## src/rtl/piso_tx.sv

```systemverilog
// Framed parallel-in serial-out transmitter.
// Sends a start bit, LSB-first data, an optional parity bit and a stop bit on an idle-high line.
module piso_tx #(
    parameter int unsigned WIDTH   = 8,
    parameter int unsigned CLK_DIV = 4,
    parameter int unsigned PARITY  = 0
) (
    input  logic             clk,
    input  logic             rst_n,
    input  logic [WIDTH-1:0] din,
    input  logic             din_valid,
    output logic             din_ready,
    output logic             tx,
    output logic             busy,
    output logic             done
);

    localparam int unsigned DIV_W    = (CLK_DIV > 1) ? $clog2(CLK_DIV) : 1;
    localparam int unsigned IDX_W    = (WIDTH > 1) ? $clog2(WIDTH) : 1;
    localparam int unsigned PAR_MODE = (PARITY == 1 || PARITY == 2) ? PARITY : 0;

    localparam logic [DIV_W-1:0] DIV_LAST = DIV_W'(CLK_DIV - 1);
    localparam logic [IDX_W-1:0] IDX_LAST = IDX_W'(WIDTH - 1);

    typedef enum logic [2:0] {
        IDLE  = 3'd0,
        START = 3'd1,
        DATA  = 3'd2,
        PAR   = 3'd3,
        STOP  = 3'd4
    } state_t;

    state_t             state_q, state_nxt;
    logic [DIV_W-1:0]   div_q, div_nxt;
    logic [IDX_W-1:0]   idx_q, idx_nxt;
    logic [WIDTH-1:0]   shreg_q, shreg_nxt;
    logic               par_q, par_nxt;
    logic               tx_nxt;
    logic               done_nxt;
    logic               bit_end;
    logic               accept;

    // A CLK_DIV of 1 keeps the divider at zero, so every cycle closes a bit.
    assign bit_end = (div_q == DIV_LAST);
    assign accept  = din_valid && din_ready;

    always_comb begin
        state_nxt = state_q;
        div_nxt   = div_q;
        idx_nxt   = idx_q;
        shreg_nxt = shreg_q;
        par_nxt   = par_q;
        tx_nxt    = tx;
        done_nxt  = 1'b0;

        if (state_q != IDLE) begin
            div_nxt = bit_end ? '0 : div_q + DIV_W'(1);
        end

        case (state_q)
            IDLE: begin
                tx_nxt  = 1'b1;
                div_nxt = '0;
                idx_nxt = '0;
                if (accept) begin
                    state_nxt = START;
                    shreg_nxt = din;
                    par_nxt   = (PAR_MODE == 2) ? ~(^din) : (^din);
                    tx_nxt    = 1'b0;
                end
            end

            START: begin
                if (bit_end) begin
                    state_nxt = DATA;
                    tx_nxt    = shreg_q[0];
                end
            end

            DATA: begin
                if (bit_end) begin
                    if (idx_q == IDX_LAST) begin
                        if (PAR_MODE != 0) begin
                            state_nxt = PAR;
                            tx_nxt    = par_q;
                        end else begin
                            state_nxt = STOP;
                            tx_nxt    = 1'b1;
                        end
                    end else begin
                        idx_nxt   = idx_q + IDX_W'(1);
                        shreg_nxt = shreg_q >> 1;
                        tx_nxt    = shreg_nxt[0];
                    end
                end
            end

            PAR: begin
                if (bit_end) begin
                    state_nxt = STOP;
                    tx_nxt    = 1'b1;
                end
            end

            STOP: begin
                if (bit_end) begin
                    state_nxt = IDLE;
                    tx_nxt    = 1'b1;
                    done_nxt  = 1'b1;
                end
            end

            default: begin
                state_nxt = IDLE;
                tx_nxt    = 1'b1;
            end
        endcase
    end

    // Handshake and status flags are registered off the next state so they line up with it.
    always_ff @(posedge clk or negedge rst_n) begin
        if (!rst_n) begin
            state_q   <= IDLE;
            div_q     <= '0;
            idx_q     <= '0;
            shreg_q   <= '0;
            par_q     <= 1'b0;
            tx        <= 1'b1;
            din_ready <= 1'b1;
            busy      <= 1'b0;
            done      <= 1'b0;
        end else begin
            state_q   <= state_nxt;
            div_q     <= div_nxt;
            idx_q     <= idx_nxt;
            shreg_q   <= shreg_nxt;
            par_q     <= par_nxt;
            tx        <= tx_nxt;
            din_ready <= (state_nxt == IDLE);
            busy      <= (state_nxt != IDLE);
            done      <= done_nxt;
        end
    end

endmodule
```

## config.mk

```make
export PLATFORM = sky130hd
export DESIGN_NAME = piso_tx
export DESIGN_NICKNAME = d
export VERILOG_FILES = /design/src/rtl/piso_tx.sv
export SDC_FILE = /design/constraint.sdc
export NUM_CORES = 1
export LEC_CHECK = 0
export BUFFER_PORTS_ARGS = -buffer_cell sky130_fd_sc_hd__buf_2
export CAP_MARGIN = 0
export CORE_MARGIN = 2
export CORE_UTILIZATION = 49
export DETAILED_ROUTE_END_ITERATION = 16
export GPL_TIMING_DRIVEN = 0
export PLACE_DENSITY = 0.7
export SETUP_SLACK_MARGIN = 0.2
export SLEW_MARGIN = 30
export SYNTH_ARGS = -nofsm -noshare
export SYNTH_HDL_FRONTEND = slang
export SYNTH_SLANG_ARGS = --single-unit
```

## constraint.sdc

```tcl
create_clock -name clk -period 4.77 [get_ports clk]
set_input_delay 0.477 -clock clk [delete_from_list [all_inputs] [get_ports clk]]
set_output_delay 0.477 -clock clk [all_outputs]
set_load 0.01 [all_outputs]
```

Word level (Yosys, flattened, before mapping)
Index checks and enable logic that the tools add are counted.
{"block": "op_classes", "addsub": 2, "mul": 0, "div": 0, "n_lt_le_gt_ge": 0, "eq_ne": 11, "n_shift": 0, "mux": 25, "bitwise": 0, "n_reduce_logical": 11}
{"op": "$mux 3", "count": 8}
{"op": "$mux 8", "count": 3}
{"op": "$pmux 8 s2", "count": 1}
{"op": "$pmux 3 s5", "count": 1}
{"op": "$ne 2x2->1 const B", "count": 4}
{"op": "$mux 1", "count": 7}
{"op": "$eq 3x2->1 const B", "count": 2}
{"op": "$eq 3x3->1 const B", "count": 2}
{"op": "$logic_not 3->1", "count": 2}
{"op": "$mux 2", "count": 3}
{"op": "$pmux 3 s2", "count": 1}
{"op": "$reduce_and 3->1", "count": 2}
{"op": "$reduce_bool 3->1", "count": 2}
{"op": "$pmux 1 s4", "count": 1}
{"op": "$reduce_and 4->1", "count": 1}
{"op": "$reduce_bool 2->1", "count": 2}
{"op": "$add 3x1->3 const B", "count": 1}
{"op": "$eq 3x1->1 const B", "count": 1}
{"op": "$add 2x1->2 const B", "count": 1}
{"op": "$eq 2x2->1 const B", "count": 1}
{"op": "$ne 2x1->1 const B", "count": 1}
{"op": "$reduce_or 2->1", "count": 1}
{"op": "$logic_and 1x1->1", "count": 1}
{"block": "word_totals", "ff_bits": 20, "latchBits": 0, "ramBits": 0, "mem_bits_ro": 0, "inputBits": 11, "wordCells": 57, "memories": 0}

Longest topological paths before layout
{"block": "depth", "word_depth": 5, "depth_mapped": 5, "ltp_nobuf": 5}

Least setup slack after synthesis
No wires, ideal clock.
{"block": "synth_timing", "path_kind": "reg2reg", "start": "register idx_q[0]", "end": "register shreg_q[0]", "setup_ns": 0.125, "arrival_time_ns": 1.722, "path_slack_ns": 2.923, "stages_incl_launch_ff": 6, "path_buffers": 0, "period_less_slack_ns": 1.847, "path_cell_list": "dfrtp_1 ha_1 ha_1 or2_2 o22ai_4 mux2_2"}
{"block": "synth_via", "elab_chain_len": 3}
{"item": "from (decl)", "line_no": "35", "text": "logic [IDX_W-1:0] idx_q, idx_nxt;"}
{"item": "from (signal assigned)", "line_no": "135", "text": "idx_q <= idx_nxt;"}
{"item": "$eq 3x3->1", "line_no": "82", "text": "if (idx_q == IDX_LAST) begin"}
{"item": "$ne 2x2->1 (no line)"}
{"item": "$reduce_and 4->1 (no line)"}
{"item": "to (signal assigned)", "line_no": "136", "text": "shreg_q <= shreg_nxt;"}
{"item": "to (decl)", "line_no": "36", "text": "logic [WIDTH-1:0] shreg_q, shreg_nxt;"}
Every way passes these cells.
A chain may end at the register's enable or synchronous reset.

Worst setup path in the final report
{"block": "layout_timing", "start": "register idx_q[0]", "end": "register shreg_q[2]"}
The elaborated chain is that of the path after synthesis.

==> metrics.txt <==
status=finished, final reports clean; Post-CTS Setup Inserts=0; Max Clk Rate=0.508 GHz; final critical-path required period=1.97 ns; Crit Path Class=flip-flop to flip-flop; Area contributors post-synth=dfrtp_1, mux2_2, dfstp_2, ha_1, o21ai_0; worst-skew pair later-pin latency=0.31 ns; cts hold-fix bufs=0; largest net degree at the start of global routing=21; syn avg cell area=11.7 um2; site row count=16; Startpoint Class=flip-flop; max-cap viol count=0; Tot GR Track Use=0.180; cells on worst reg2reg path=5; Synth Register Bits=20; register clock-pin slew on the reported worst setup and hold paths=0.11 ns; leading area contributor after synthesis=dfrtp_1; Setup crit end kind=flip-flop; final setup violating endpoints=0; library cells used by synthesis=35; Slew Limit Fails=0; EDFF count, synth=0; worst hold path type=input pin to asynchronous set/reset pin; sequential share of the synthesized area=0.493; DRT Pass-1 Iters=3; post-cts sizing count=0; Clock Sinks=20; initial drt markers=6; layout cells sized above 1=0.381; DRC=0; drt wl/cell=13.7 um; P per Cell Area=563 nW/um2; post-synth top area share=0.441; Final Core Density=0.587; reg2reg setup slack=2.80 ns; worst slew pin tran=0.568 ns; Post-synth ARST share=1.00; via count=718; first-pass GRT wire length=3270 um; Pwr Total=648 uW; Leak=0.508 nW; area growth from synthesis to layout=12.7%; ratio of final minimum period to clock period=0.413; vias in the first global route=740; num ports=15; Crit path required time=4.97 ns; CTS Root Cell=clkbuf_4; CTS tree=yes; Max-slew headroom=0.616; die width=49.6 um; Die Area=2460 um2; gpl congestion=0.828; YS warnings=0; Die Y=49.6 um; reg2reg end=shreg_q[2]$_DFFE_PN0P_; port bufs=14; GRT overflow=0; drt total wl=1800 um; Syn Inst Count=87; hold violation total from the final report=0; dpl hpwl=1350 um; vias per std cell=5.44; nets@finish=120; critical path peak fanout=8; antenna violations before repair=0; top_reg_cell synth=dfrtp_1; Fin Setup TNS=0 ns; RSZ-0062 raised after global routing=no; # diodes=0; Clock Skew=0.00567 ns; Initial Util=0.520; CP arrival=2.17 ns; core area=1960 um2; CTS Buf Count=3; reg2reg start=idx_q[0]$_DFFE_PN0P_; Netlist Area Pre-Place=1020 um2; H-tree depth=1; VDD IR max=223 uV; top cells by count, synth=dfrtp_1, mux2_2, o21ai_0; Synthesized Nets=101; CTS max path bufs=2; most numerous cell in the Yosys netlist=dfrtp_1; Final ANT Viol Nets=0
report_power, final:
group / switching (mW) / internal (mW)
combinational: 0.137 / 0.144
sequential: 0.0404 / 0.243
clock: 0.0508 / 0.0327
per-layer routing:
| metal | vias up | track usage | wire, um |
|---|---|---|---|
| li1 | 352 | - | - |
| met1 | 344 | 0.220 | 792 |
| met2 | 16 | 0.276 | 864 |
| met3 | 6 | 0.0424 | 76 |
| met4 | 0 | 0.134 | 70 |
| met5 | - | 0 | 0 |
critical path: stages, from the launching register on:
cell and delay (ns):
dfrtp_1 0.42, ha_1 0.21, ha_1 0.23, or2_2 0.32
o22ai_4 0.30, mux2_2 0.38
worst max path at each step:
stage / start / endpoint / slack [ns] / depth (start not counted)
floorplan: idx_q[0]$_DFFE_PN0P_ / shreg_q[0]$_DFFE_PN0P_ / 2.92 / 5
global placement: idx_q[0]$_DFFE_PN0P_ / shreg_q[2]$_DFFE_PN0P_ / 2.82 / 5
detailed placement: idx_q[0]$_DFFE_PN0P_ / shreg_q[2]$_DFFE_PN0P_ / 2.78 / 5
CTS: idx_q[0]$_DFFE_PN0P_ / shreg_q[2]$_DFFE_PN0P_ / 2.77 / 5
global route: idx_q[0]$_DFFE_PN0P_ / shreg_q[2]$_DFFE_PN0P_ / 2.71 / 5
finish: idx_q[0]$_DFFE_PN0P_ / shreg_q[2]$_DFFE_PN0P_ / 2.80 / 5
cell usage in the layout, fill, tap and decap left out, types with 2 or more instances in the layout:
| cell | netlist | final |
|---|---|---|
| nor4b_1 | 2 | 2 |
| nor2_1 | 6 | 6 |
| a21o_1 | 2 | 2 |
| nor3_1 | 3 | 3 |
| inv_1 | 2 | 2 |
| dfstp_2 | 2 | 2 |
| o21ai_0 | 7 | 7 |
| mux2_2 | 14 | 14 |
| a22oi_1 | 2 | 2 |
| dfrtp_1 | 18 | 18 |
| clkbuf_1 | 2 | 3 |
| buf_2 | 1 | 15 |
| ha_1 | 3 | 3 |
| clkbuf_4 | 0 | 3 |
| nand3b_1 | 2 | 2 |
sequential cells by signal, indices dropped and copies added, names as in the netlist:
register / count
shreg_q: 8
tx: 1
state_q: 3
din_ready: 1
div_q: 2
busy: 1
idx_q: 3
done: 1
kinds of logic (layout without fill, tap and decap cells):
logic type,count (synthesis),count (layout),share of synthesized area
buffers and inverters,6,24,0.0270
multiplexers,15,15,0.164
AND/OR/NAND/NOR,24,24,0.146
flip-flops,20,20,0.493
AO/OA/AOI/OAI,19,19,0.134
adder cells (fa/ha/maj),3,3,0.0368
layout make-up:
| type | count | area, um2 |
|---|---|---|
| clock buffer | 4 | 26.3 |
| timing repair buffer | 14 | 70.1 |
| multi-input combinational | 61 | 490 |
| fill | 190 | 811 |
| sequential | 20 | 503 |
| tap | 27 | 33.8 |
| inverter | 2 | 7.51 |
| buffer | 4 | 20.0 |
stage by stage:
step | area, um2 | instances | hold slack [ns] | setup WS (ns)
5_1_grt | 1150 | 132 | 0.116 | 2.71
3_3_place_gp | 1120 | 128 | 0.440 | 2.82
2_1_floorplan | 1020 | 87 | 0.181 | 2.92
3_5_place_dp | 1120 | 128 | 0.445 | 2.78
4_1_cts | 1150 | 132 | 0.0965 | 2.77
6_report | 1150 | 132 | 0.0889 | 2.80
Power figures use the tool's default switching activity.
